<file path="config.mk">
export PLATFORM = sky130hd
export DESIGN_NAME = h_read_burst_ctrl_flat
export DESIGN_NICKNAME = d
export VERILOG_FILES = /design/src/rtl/h_read_burst_ctrl_if.sv /design/src/rtl/h_read_burst_ctrl.sv /design/src/flat_wrapper.sv
export SDC_FILE = /design/constraint.sdc
export NUM_CORES = 1
export LEC_CHECK = 0
export ABC_CLOCK_PERIOD_IN_PS = 3740
export CORE_ASPECT_RATIO = 1.1
export CORE_MARGIN = 1.5
export CORE_UTILIZATION = 40
export DETAILED_ROUTE_END_ITERATION = 16
export PLACE_DENSITY = 0.74
export SLEW_MARGIN = 20
export SYNTH_ARGS = -nofsm -noshare
export SYNTH_HDL_FRONTEND = slang
export SYNTH_SLANG_ARGS = --single-unit
export TNS_END_PERCENT = 100
</file>
<file path="constraint.sdc">
create_clock -name clk -period 3.74 [get_ports clk]
set_clock_uncertainty 0.15 [all_clocks]
set_input_delay 0.935 -clock clk [delete_from_list [all_inputs] [get_ports clk]]
set_output_delay 0.935 -clock clk [all_outputs]
set_load 0.02 [all_outputs]
</file>
<file path="src/rtl/h_read_burst_ctrl_if.sv">
// Bus bundle for the read-burst sequencer: AXI AR/R channels on one side,
// AHB-Lite read master signals on the other.
interface h_read_burst_ctrl_if;
  // AXI AR channel
  logic        ar_valid;
  logic        ar_ready;
  logic [31:0] ar_addr;
  logic [3:0]  ar_len;
  logic [2:0]  ar_size;
  logic [3:0]  ar_id;
  // AXI R channel
  logic        r_valid;
  logic        r_ready;
  logic [31:0] r_data;
  logic [3:0]  r_id;
  logic [1:0]  r_resp;
  logic        r_last;
  // AHB-Lite master side
  logic [31:0] haddr;
  logic [1:0]  htrans;
  logic [2:0]  hsize;
  logic [2:0]  hburst;
  logic        hwrite;
  logic        hready;
  logic [31:0] hrdata;
  logic        hresp;

  // Bridge view: serves AXI reads, drives the AHB bus
  modport slave (
    input  ar_valid, ar_addr, ar_len, ar_size, ar_id,
    output ar_ready,
    output r_valid, r_data, r_id, r_resp, r_last,
    input  r_ready,
    output haddr, htrans, hsize, hburst, hwrite,
    input  hready, hrdata, hresp
  );

  // Environment view: issues AXI reads, models the AHB slave
  modport master (
    output ar_valid, ar_addr, ar_len, ar_size, ar_id,
    input  ar_ready,
    input  r_valid, r_data, r_id, r_resp, r_last,
    output r_ready,
    input  haddr, htrans, hsize, hburst, hwrite,
    output hready, hrdata, hresp
  );
endinterface

</file>
<file path="src/rtl/h_read_burst_ctrl.sv">
// Read-path sequencer: one AXI INCR read burst becomes a series of
// non-overlapping AHB SINGLE reads, each beat drained on R before the next
// address phase. Illegal sizes are answered with SLVERR beats, no AHB access.
module h_read_burst_ctrl (
  input  logic                   clk,
  input  logic                   resetn,
  h_read_burst_ctrl_if.slave     bus
);

  typedef enum logic [2:0] {
    S_IDLE = 3'd0,
    S_ADDR = 3'd1,
    S_DATA = 3'd2,
    S_RESP = 3'd3,
    S_ERRB = 3'd4
  } state_e;

  localparam logic [1:0] HTRANS_IDLE   = 2'b00;
  localparam logic [1:0] HTRANS_NONSEQ = 2'b10;
  localparam logic [1:0] RESP_OKAY     = 2'b00;
  localparam logic [1:0] RESP_SLVERR   = 2'b10;

  state_e      state_q, state_d;
  logic [31:0] base_q, base_d;
  logic [3:0]  len_q, len_d;
  logic [2:0]  size_q, size_d;
  logic [3:0]  id_q, id_d;
  logic [3:0]  beat_cnt_q, beat_cnt_d;
  logic [31:0] r_data_q, r_data_d;
  logic [1:0]  r_resp_q, r_resp_d;

  logic last_beat;
  logic r_valid;

  assign last_beat = (beat_cnt_q == len_q);
  assign r_valid   = (state_q == S_RESP) || (state_q == S_ERRB);

  // State and burst context registers; async reset drops any burst in flight
  always_ff @(posedge clk or negedge resetn) begin
    if (!resetn) begin
      state_q    <= S_IDLE;
      base_q     <= '0;
      len_q      <= '0;
      size_q     <= '0;
      id_q       <= '0;
      beat_cnt_q <= '0;
      r_data_q   <= '0;
      r_resp_q   <= '0;
    end else begin
      state_q    <= state_d;
      base_q     <= base_d;
      len_q      <= len_d;
      size_q     <= size_d;
      id_q       <= id_d;
      beat_cnt_q <= beat_cnt_d;
      r_data_q   <= r_data_d;
      r_resp_q   <= r_resp_d;
    end
  end

  // Next-state and register updates for the per-beat address/data/response cycle
  always_comb begin
    state_d    = state_q;
    base_d     = base_q;
    len_d      = len_q;
    size_d     = size_q;
    id_d       = id_q;
    beat_cnt_d = beat_cnt_q;
    r_data_d   = r_data_q;
    r_resp_d   = r_resp_q;
    case (state_q)
      S_IDLE: begin
        if (bus.ar_valid) begin
          base_d     = bus.ar_addr;
          len_d      = bus.ar_len;
          size_d     = bus.ar_size;
          id_d       = bus.ar_id;
          beat_cnt_d = '0;
          if (bus.ar_size > 3'd2) begin
            // Error beats carry fixed payload; load it once on entry
            r_data_d = '0;
            r_resp_d = RESP_SLVERR;
            state_d  = S_ERRB;
          end else begin
            state_d  = S_ADDR;
          end
        end
      end
      S_ADDR: begin
        if (bus.hready) state_d = S_DATA;
      end
      S_DATA: begin
        // First error cycle has hready low and simply waits here
        if (bus.hready) begin
          r_data_d = bus.hresp ? 32'd0 : bus.hrdata;
          r_resp_d = bus.hresp ? RESP_SLVERR : RESP_OKAY;
          state_d  = S_RESP;
        end
      end
      S_RESP: begin
        if (bus.r_ready) begin
          if (last_beat) begin
            state_d = S_IDLE;
          end else begin
            beat_cnt_d = beat_cnt_q + 4'd1;
            state_d    = S_ADDR;
          end
        end
      end
      S_ERRB: begin
        if (bus.r_ready) begin
          if (last_beat) state_d = S_IDLE;
          else           beat_cnt_d = beat_cnt_q + 4'd1;
        end
      end
      default: state_d = S_IDLE;
    endcase
  end

  // Outputs decode straight from registered state so reset takes effect at once
  assign bus.ar_ready = (state_q == S_IDLE);
  assign bus.htrans   = (state_q == S_ADDR) ? HTRANS_NONSEQ : HTRANS_IDLE;
  // Address wraps mod 2^32; no 1 KB / 4 KB boundary splitting
  assign bus.haddr    = base_q + ({28'd0, beat_cnt_q} << size_q);
  assign bus.hsize    = size_q;
  assign bus.hburst   = 3'b000;
  assign bus.hwrite   = 1'b0;
  assign bus.r_valid  = r_valid;
  assign bus.r_data   = r_data_q;
  assign bus.r_resp   = r_resp_q;
  assign bus.r_id     = id_q;
  assign bus.r_last   = r_valid && last_beat;

endmodule
</file>
<file path="src/flat_wrapper.sv">
// flat-port wrapper written by rule: the top's interface ports become plain ports
module h_read_burst_ctrl_flat 
  (clk, resetn, bus_ar_valid, bus_ar_addr, bus_ar_len, bus_ar_size, bus_ar_id, bus_ar_ready, bus_r_valid, bus_r_data, bus_r_id, bus_r_resp, bus_r_last, bus_r_ready, bus_haddr, bus_htrans, bus_hsize, bus_hburst, bus_hwrite, bus_hready, bus_hrdata, bus_hresp);
  h_read_burst_ctrl_if bus_i ();
  input  logic clk;
  input  logic resetn;
  input wire logic [$bits(bus_i.ar_valid)-1:0] bus_ar_valid;
  input wire logic [$bits(bus_i.ar_addr)-1:0] bus_ar_addr;
  input wire logic [$bits(bus_i.ar_len)-1:0] bus_ar_len;
  input wire logic [$bits(bus_i.ar_size)-1:0] bus_ar_size;
  input wire logic [$bits(bus_i.ar_id)-1:0] bus_ar_id;
  output wire logic [$bits(bus_i.ar_ready)-1:0] bus_ar_ready;
  output wire logic [$bits(bus_i.r_valid)-1:0] bus_r_valid;
  output wire logic [$bits(bus_i.r_data)-1:0] bus_r_data;
  output wire logic [$bits(bus_i.r_id)-1:0] bus_r_id;
  output wire logic [$bits(bus_i.r_resp)-1:0] bus_r_resp;
  output wire logic [$bits(bus_i.r_last)-1:0] bus_r_last;
  input wire logic [$bits(bus_i.r_ready)-1:0] bus_r_ready;
  output wire logic [$bits(bus_i.haddr)-1:0] bus_haddr;
  output wire logic [$bits(bus_i.htrans)-1:0] bus_htrans;
  output wire logic [$bits(bus_i.hsize)-1:0] bus_hsize;
  output wire logic [$bits(bus_i.hburst)-1:0] bus_hburst;
  output wire logic [$bits(bus_i.hwrite)-1:0] bus_hwrite;
  input wire logic [$bits(bus_i.hready)-1:0] bus_hready;
  input wire logic [$bits(bus_i.hrdata)-1:0] bus_hrdata;
  input wire logic [$bits(bus_i.hresp)-1:0] bus_hresp;
  assign bus_i.ar_valid = bus_ar_valid;
  assign bus_i.ar_addr = bus_ar_addr;
  assign bus_i.ar_len = bus_ar_len;
  assign bus_i.ar_size = bus_ar_size;
  assign bus_i.ar_id = bus_ar_id;
  assign bus_ar_ready = bus_i.ar_ready;
  assign bus_r_valid = bus_i.r_valid;
  assign bus_r_data = bus_i.r_data;
  assign bus_r_id = bus_i.r_id;
  assign bus_r_resp = bus_i.r_resp;
  assign bus_r_last = bus_i.r_last;
  assign bus_i.r_ready = bus_r_ready;
  assign bus_haddr = bus_i.haddr;
  assign bus_htrans = bus_i.htrans;
  assign bus_hsize = bus_i.hsize;
  assign bus_hburst = bus_i.hburst;
  assign bus_hwrite = bus_i.hwrite;
  assign bus_i.hready = bus_hready;
  assign bus_i.hrdata = bus_hrdata;
  assign bus_i.hresp = bus_hresp;
  h_read_burst_ctrl u_core (.clk(clk), .resetn(resetn), .bus(bus_i));
endmodule
</file>
Word level (Yosys, flattened, before mapping)
Cells that the tools add are included.
{"block": "totals", "regBits": 84, "in_bits": 81, "output_inout_bits": 82}
{"block": "op_classes", "n_addsub": 2, "order_cmp": 1, "n_eq_ne": 14, "n_shift": 1, "mux": 24, "reduce_logical": 10}
{"operator": "two-way mux 32 bit", "n": 4}
{"operator": "one-hot mux 32 bit (2 select lines)", "n": 1}
{"operator": "adder 32 bit", "n": 1}
{"operator": "<< shifter 4 x 3 -> 32 bit", "n": 1}
{"operator": "two-way mux 3 bit", "n": 7}
{"operator": "one-hot mux 3 bit (5 select lines)", "n": 1}
{"operator": "two-way mux 4 bit", "n": 3}
{"operator": "inequality test 2 bit (second input constant)", "n": 6}
{"operator": "two-way mux 2 bit", "n": 5}
{"operator": "one-hot mux 4 bit (2 select lines)", "n": 1}
{"operator": "AND reduction 4 bit", "n": 2}
{"operator": "== test 3 x 2 -> 1 bit (second input constant)", "n": 2}
{"operator": "inequality test 2 x 1 -> 1 bit (second input constant)", "n": 3}
{"operator": "AND reduction 6 bit", "n": 1}
{"operator": "adder 4 x 1 -> 4 bit (second input constant)", "n": 1}
{"operator": "== test 4 bit", "n": 1}
{"operator": "one-hot mux 2 bit (2 select lines)", "n": 1}
{"operator": "nonzero test 2 bit", "n": 2}
{"operator": "== test 3 x 1 -> 1 bit (second input constant)", "n": 1}
{"operator": "== test 3 bit (second input constant)", "n": 1}
{"operator": "> comparator 3 x 2 -> 1 bit (second input constant)", "n": 1}
{"operator": "zero test 3 bit", "n": 1}
{"operator": "AND reduction 2 bit", "n": 1}
{"operator": "OR reduction 2 bit", "n": 1}
{"operator": "3 further kinds", "n": 3}

Logic depth before layout (Yosys ltp)
Gate-level depths: netlist (run 1).
{"block": "logic_depth", "depth_word": 4, "ltp_mapped": 13, "depth_no_buf": 11}

Worst setup path after synthesis (run 1)
No wires, ideal clock.
{"block": "synth_timing", "kind": "flip-flop to output port", "startpoint": "register u_core.size_q[1], in the netlist u_core.bus.hsize[1]", "endpoint": "output bus_haddr[29]", "t_arrival_ns": 3.099, "slack_ns": -0.444, "stages_incl_launch_ff": 13, "n_path_buf": 2, "path_cell_list": "dfrtp_1 > clkbuf_1 > mux2_2 > nand2_1 > o21ai_0 > and2_1 > ha_1 > o21ai_0 > nor2_1 > o41ai_1 > buf_2 > a21oi_1 > xnor2_1"}
{"block": "synth_between", "elab_chain_len": 2}
{"item": "start, declared", "line_no": "h_read_burst_ctrl.sv:26", "rtl": "logic [2:0] size_q, size_d;"}
{"item": "start signal, assigned", "line_no": "h_read_burst_ctrl.sv:53", "rtl": "size_q <= size_d;"}
{"item": "<< shifter 4 x 3 -> 32 bit", "line_no": "h_read_burst_ctrl.sv:124", "rtl": "assign bus.haddr = base_q + ({28'd0, beat_cnt_q} << size_q);"}
{"item": "adder 32 bit", "line_no": "h_read_burst_ctrl.sv:124"}
{"item": "end, declared", "line_no": "flat_wrapper.sv:19", "rtl": "output wire logic [$bits(bus_i.haddr)-1:0] bus_haddr;"}
No other way between the ends.

Worst setup path after layout (run 1)
{"block": "layout_timing", "startpoint": "register u_core.size_q[0], in the netlist u_core.bus.hsize[0]", "endpoint": "output bus_haddr[12]"}
Same word-level chain as after synthesis.

==> results of run 1 <==
==> layer usage <==
metal | global-route usage, % | vias up | share of wire, %
li1 | - | 2018 | -
met1 | 28.4 | 2057 | 39
met2 | 39.7 | 172 | 52
met3 | 6.85 | 23 | 7.4
met4 | 6.94 | 0 | 1.7
met5 | 0 | - | 0
==> final timing paths <==
check	start	endpoint	slack, ns	cells past startpoint
min in group asynchronous	resetn	u_core.bus.hsize[2]	0.50	1
max in group asynchronous	resetn	u_core.bus.hsize[1]	2.39	1
setup reg to reg	u_core.state_q[2]	u_core.base_q[18]	1.58	5
hold / removal	u_core.bus.r_id[3]	u_core.bus.r_id[3]	0.33	2
hold reg to reg	u_core.bus.r_id[3]	u_core.bus.r_id[3]	0.33	2
setup / recovery	u_core.bus.hsize[0]	bus_haddr[12]	-0.38	13
==> stage by stage <==
| step | cell area [µm²] | std cells | hold slack (ns) | worst slack [ns] |
|---|---|---|---|---|
| after floorplan | 4620 | 474 | 0.302 | 0.00697 |
| after global placement | 6600 | 795 | 0.312 | -0.406 |
| after detailed placement | 6600 | 795 | 0.316 | -0.534 |
| after CTS | 7260 | 824 | 0.333 | -0.340 |
| after global routing | 7430 | 830 | 0.371 | -0.495 |
| final | 7430 | 830 | 0.328 | -0.381 |
==> flip-flops by register name, indices dropped and copies added (netlist names) <==
signal             flops
u_core.len_q           4
u_core.base_q         32
u_core.bus.r_resp      1
u_core.bus.r_data     32
u_core.bus.r_id        4
u_core.bus.hsize       3
u_core.state_q         3
u_core.beat_cnt_q      4
==> logic make-up (layout without fill, tap and decap cells) <==
group                    count (synthesis)  in the layout
flip-flops                              83             83
other                                    1              6
multiplexers                             5              5
AO/OA/AOI/OAI                          102            102
buffers and inverters                   43            256
XOR/XNOR                                33             33
adder cells (fa/ha/maj)                 13             13
AND/OR/NAND/NOR                        189            189
==> cell usage after synthesis (all sizes together), types with 2 or more instances <==
cell and instances:
o211ai 2, dfrtp 83, buf 9, mux2i 4
nor3 6, a21oi 12, o2111ai 4, a211o 2
a211oi 12, o22ai 3, nand2b 2, a22o 32
o21ai 23, nand3b 2, o21a 2, and2 6
and3 4, nand2 133, clkbuf 22, nor2 15
xor2 13, nand3 8, ha 12, inv 12
xnor2 20, nand4 3, and4 5, a21o 2
==> what timing repair did <==
action / CTS / global route
gates cloned: 2 / 0
pin swaps: 28 / 24
resized for setup: 203 / 26
buffers inserted: 11 / 6
endpoints found under the setup margin: 29 / 28
==> worst max-delay path, delay by kind of cell (launching register included) <==
family                   cells  cell delay (ns)
flip-flops                   1             0.47
adder cells (fa/ha/maj)      1             0.21
AND/OR/NAND/NOR              1             0.18
XOR/XNOR                     1             0.12
AO/OA/AOI/OAI                5             0.95
buffers and inverters        5             0.78
==> report_power, final <==
part / total [mW] / switching, mW / internal [mW]
logic: 3.22 / 1.66 / 1.56
clock network: 0.853 / 0.379 / 0.474
registers: 1.63 / 0.374 / 1.26
==> final cells by class <==
class | instances | area share [%]
Multi-Input combinational cell | 348 | 36.7
Clock inverter | 6 | 0.657
Clock buffer | 10 | 3.22
Timing Repair Buffer | 228 | 28.4
Inverter | 12 | 0.606
Sequential cell | 83 | 28.0
Tap cell | 143 | 2.41
==> qor.yml, run 1 <==
antenna_found_initial: 0
yosys-top-cells-area: "dfrtp_1 (48%), nand2_1 (11%), a22o_1 (6.4%)"
netlist_instances: 469
powerDensity_nw_per_um2: 767
synthSimpleGateAreaFrac_pct: 19.2
num_rows: 39
violations: "setup timing"
grt_pass1_wl_um: 21200
routed_via_density: 5.14
cts_hold_buffers: 0
drt-pass1-iter-count: 4
layout_setup_ws_ns: -0.381
cts_sinks: 83
avgRoutedWirePerCell_um: 16.1
yosysWarnings: 0
async_reset_ff_share_pct: 100
yosysUniqueCellTypes: 51
cts_buffer_depth: 2
finalPower_mw: 5.70
worstPathRequired_ns: 2.65
ys.flop_type: "dfrtp_1"
rsz0062_at_grt: "true"
fin_crit_sh_pct: 110
max_cap_violations: 0
setup_viol: 26
final_cell_mix: "nand2_1 (130), clkdlybuf4s50_1 (126), dfrtp_1 (80)"
clk_pin_slew_ns: 0.07
slew_headroom_pct: 49.7
synth_xor_area_share_pct: 6.62
slowest_delay_ns: 0.47
drive_gt1_share_pct: 29.8
fillers: 765
cp.arrival_ns: 3.04
path_class: "register to output pin"
ir_worst_vdd_mv: 0.397
synth_edf_count: 0
crit_top_cell: "buf_4"
grt_overflow: 0
crit_chain: "buf_4, buf_4, o21ai_4, and2_4, ha_4, o21a_4, a211oi_2, a211oi_2, buf_6, buf_4, o21ai_4, xnor2_2, buf_4"
place.gp.congestion: 0.870
avgSynthCellArea_um2: 9.31
grt_max_degree: 84
finalHoldViolations: 0
die_area_um2: 11500
ff_latch_area_um2: 2080
die_y_um: 113
critPathLaunchType: "register"
initial_utilization_pct: 41.6
drtIter0Drc: 150
p_leak_nw: 3.38
multi_input_area_um2: 2730
synth-compound-area-share_pct: 17.2
vias: 4270
yosysTopAreaCellShare_pct: 47.6
clk_latency_ns: 0.33
min_path_type: "register to register"
core_um2: 10500
n_antenna_cell: 0
layout.nets: 776
period_needed_ns: 4.12
final_util_pct: 70.8
dp_hpwl_um: 9000
end_kind: "output pin"
ant_nets: 0
totalWireLength_um: 13400
tns_ns: -7.46
maxSlewViolCount: 0
cts_buffers: 9
synthAdderAreaFrac_pct: 3.90
clock-root-buffer: "clkbuf_16"
grt_pass1_vias: 4504
cts_tree: "built"
drc: 0
cp_slowest_cell: "dfrtp_2"
area_delta_synth_final_pct: 70.2
path_max_fanout: 6
htreeDepth: 3
final_common_cell: "nand2_1"
status: "finished with violations"
muxShareOfSynthArea_pct: 1.18
ios: 163
synth_seq_cells: 83
syn_area_um2: 4360
dieWidth_um: 103
track_usage_pct: 23.4
max_clock_freq_mhz: 243
synth_top_family_by_area: "simple AND/OR/NAND/NOR gates"
yosysSeqAreaShare_pct: 47.6
tightest_slew_ns: 0.754
yosys.area.top_type: "dfrtp_1"
port_buffers: 156
Note: power is estimated with default switching activity, not from simulation.
==> run 2, diff against run 1 <==
--- a/config.mk
+++ b/config.mk
@@ -5,7 +5,6 @@
 export SDC_FILE = /design/constraint.sdc
 export NUM_CORES = 1
 export LEC_CHECK = 0
-export ABC_CLOCK_PERIOD_IN_PS = 3740
 export CORE_ASPECT_RATIO = 1.1
 export CORE_MARGIN = 1.5
 export CORE_UTILIZATION = 40
==> results of run 2 <==
Same layout as run 1: the final DEF is identical, and so are final timing and power.
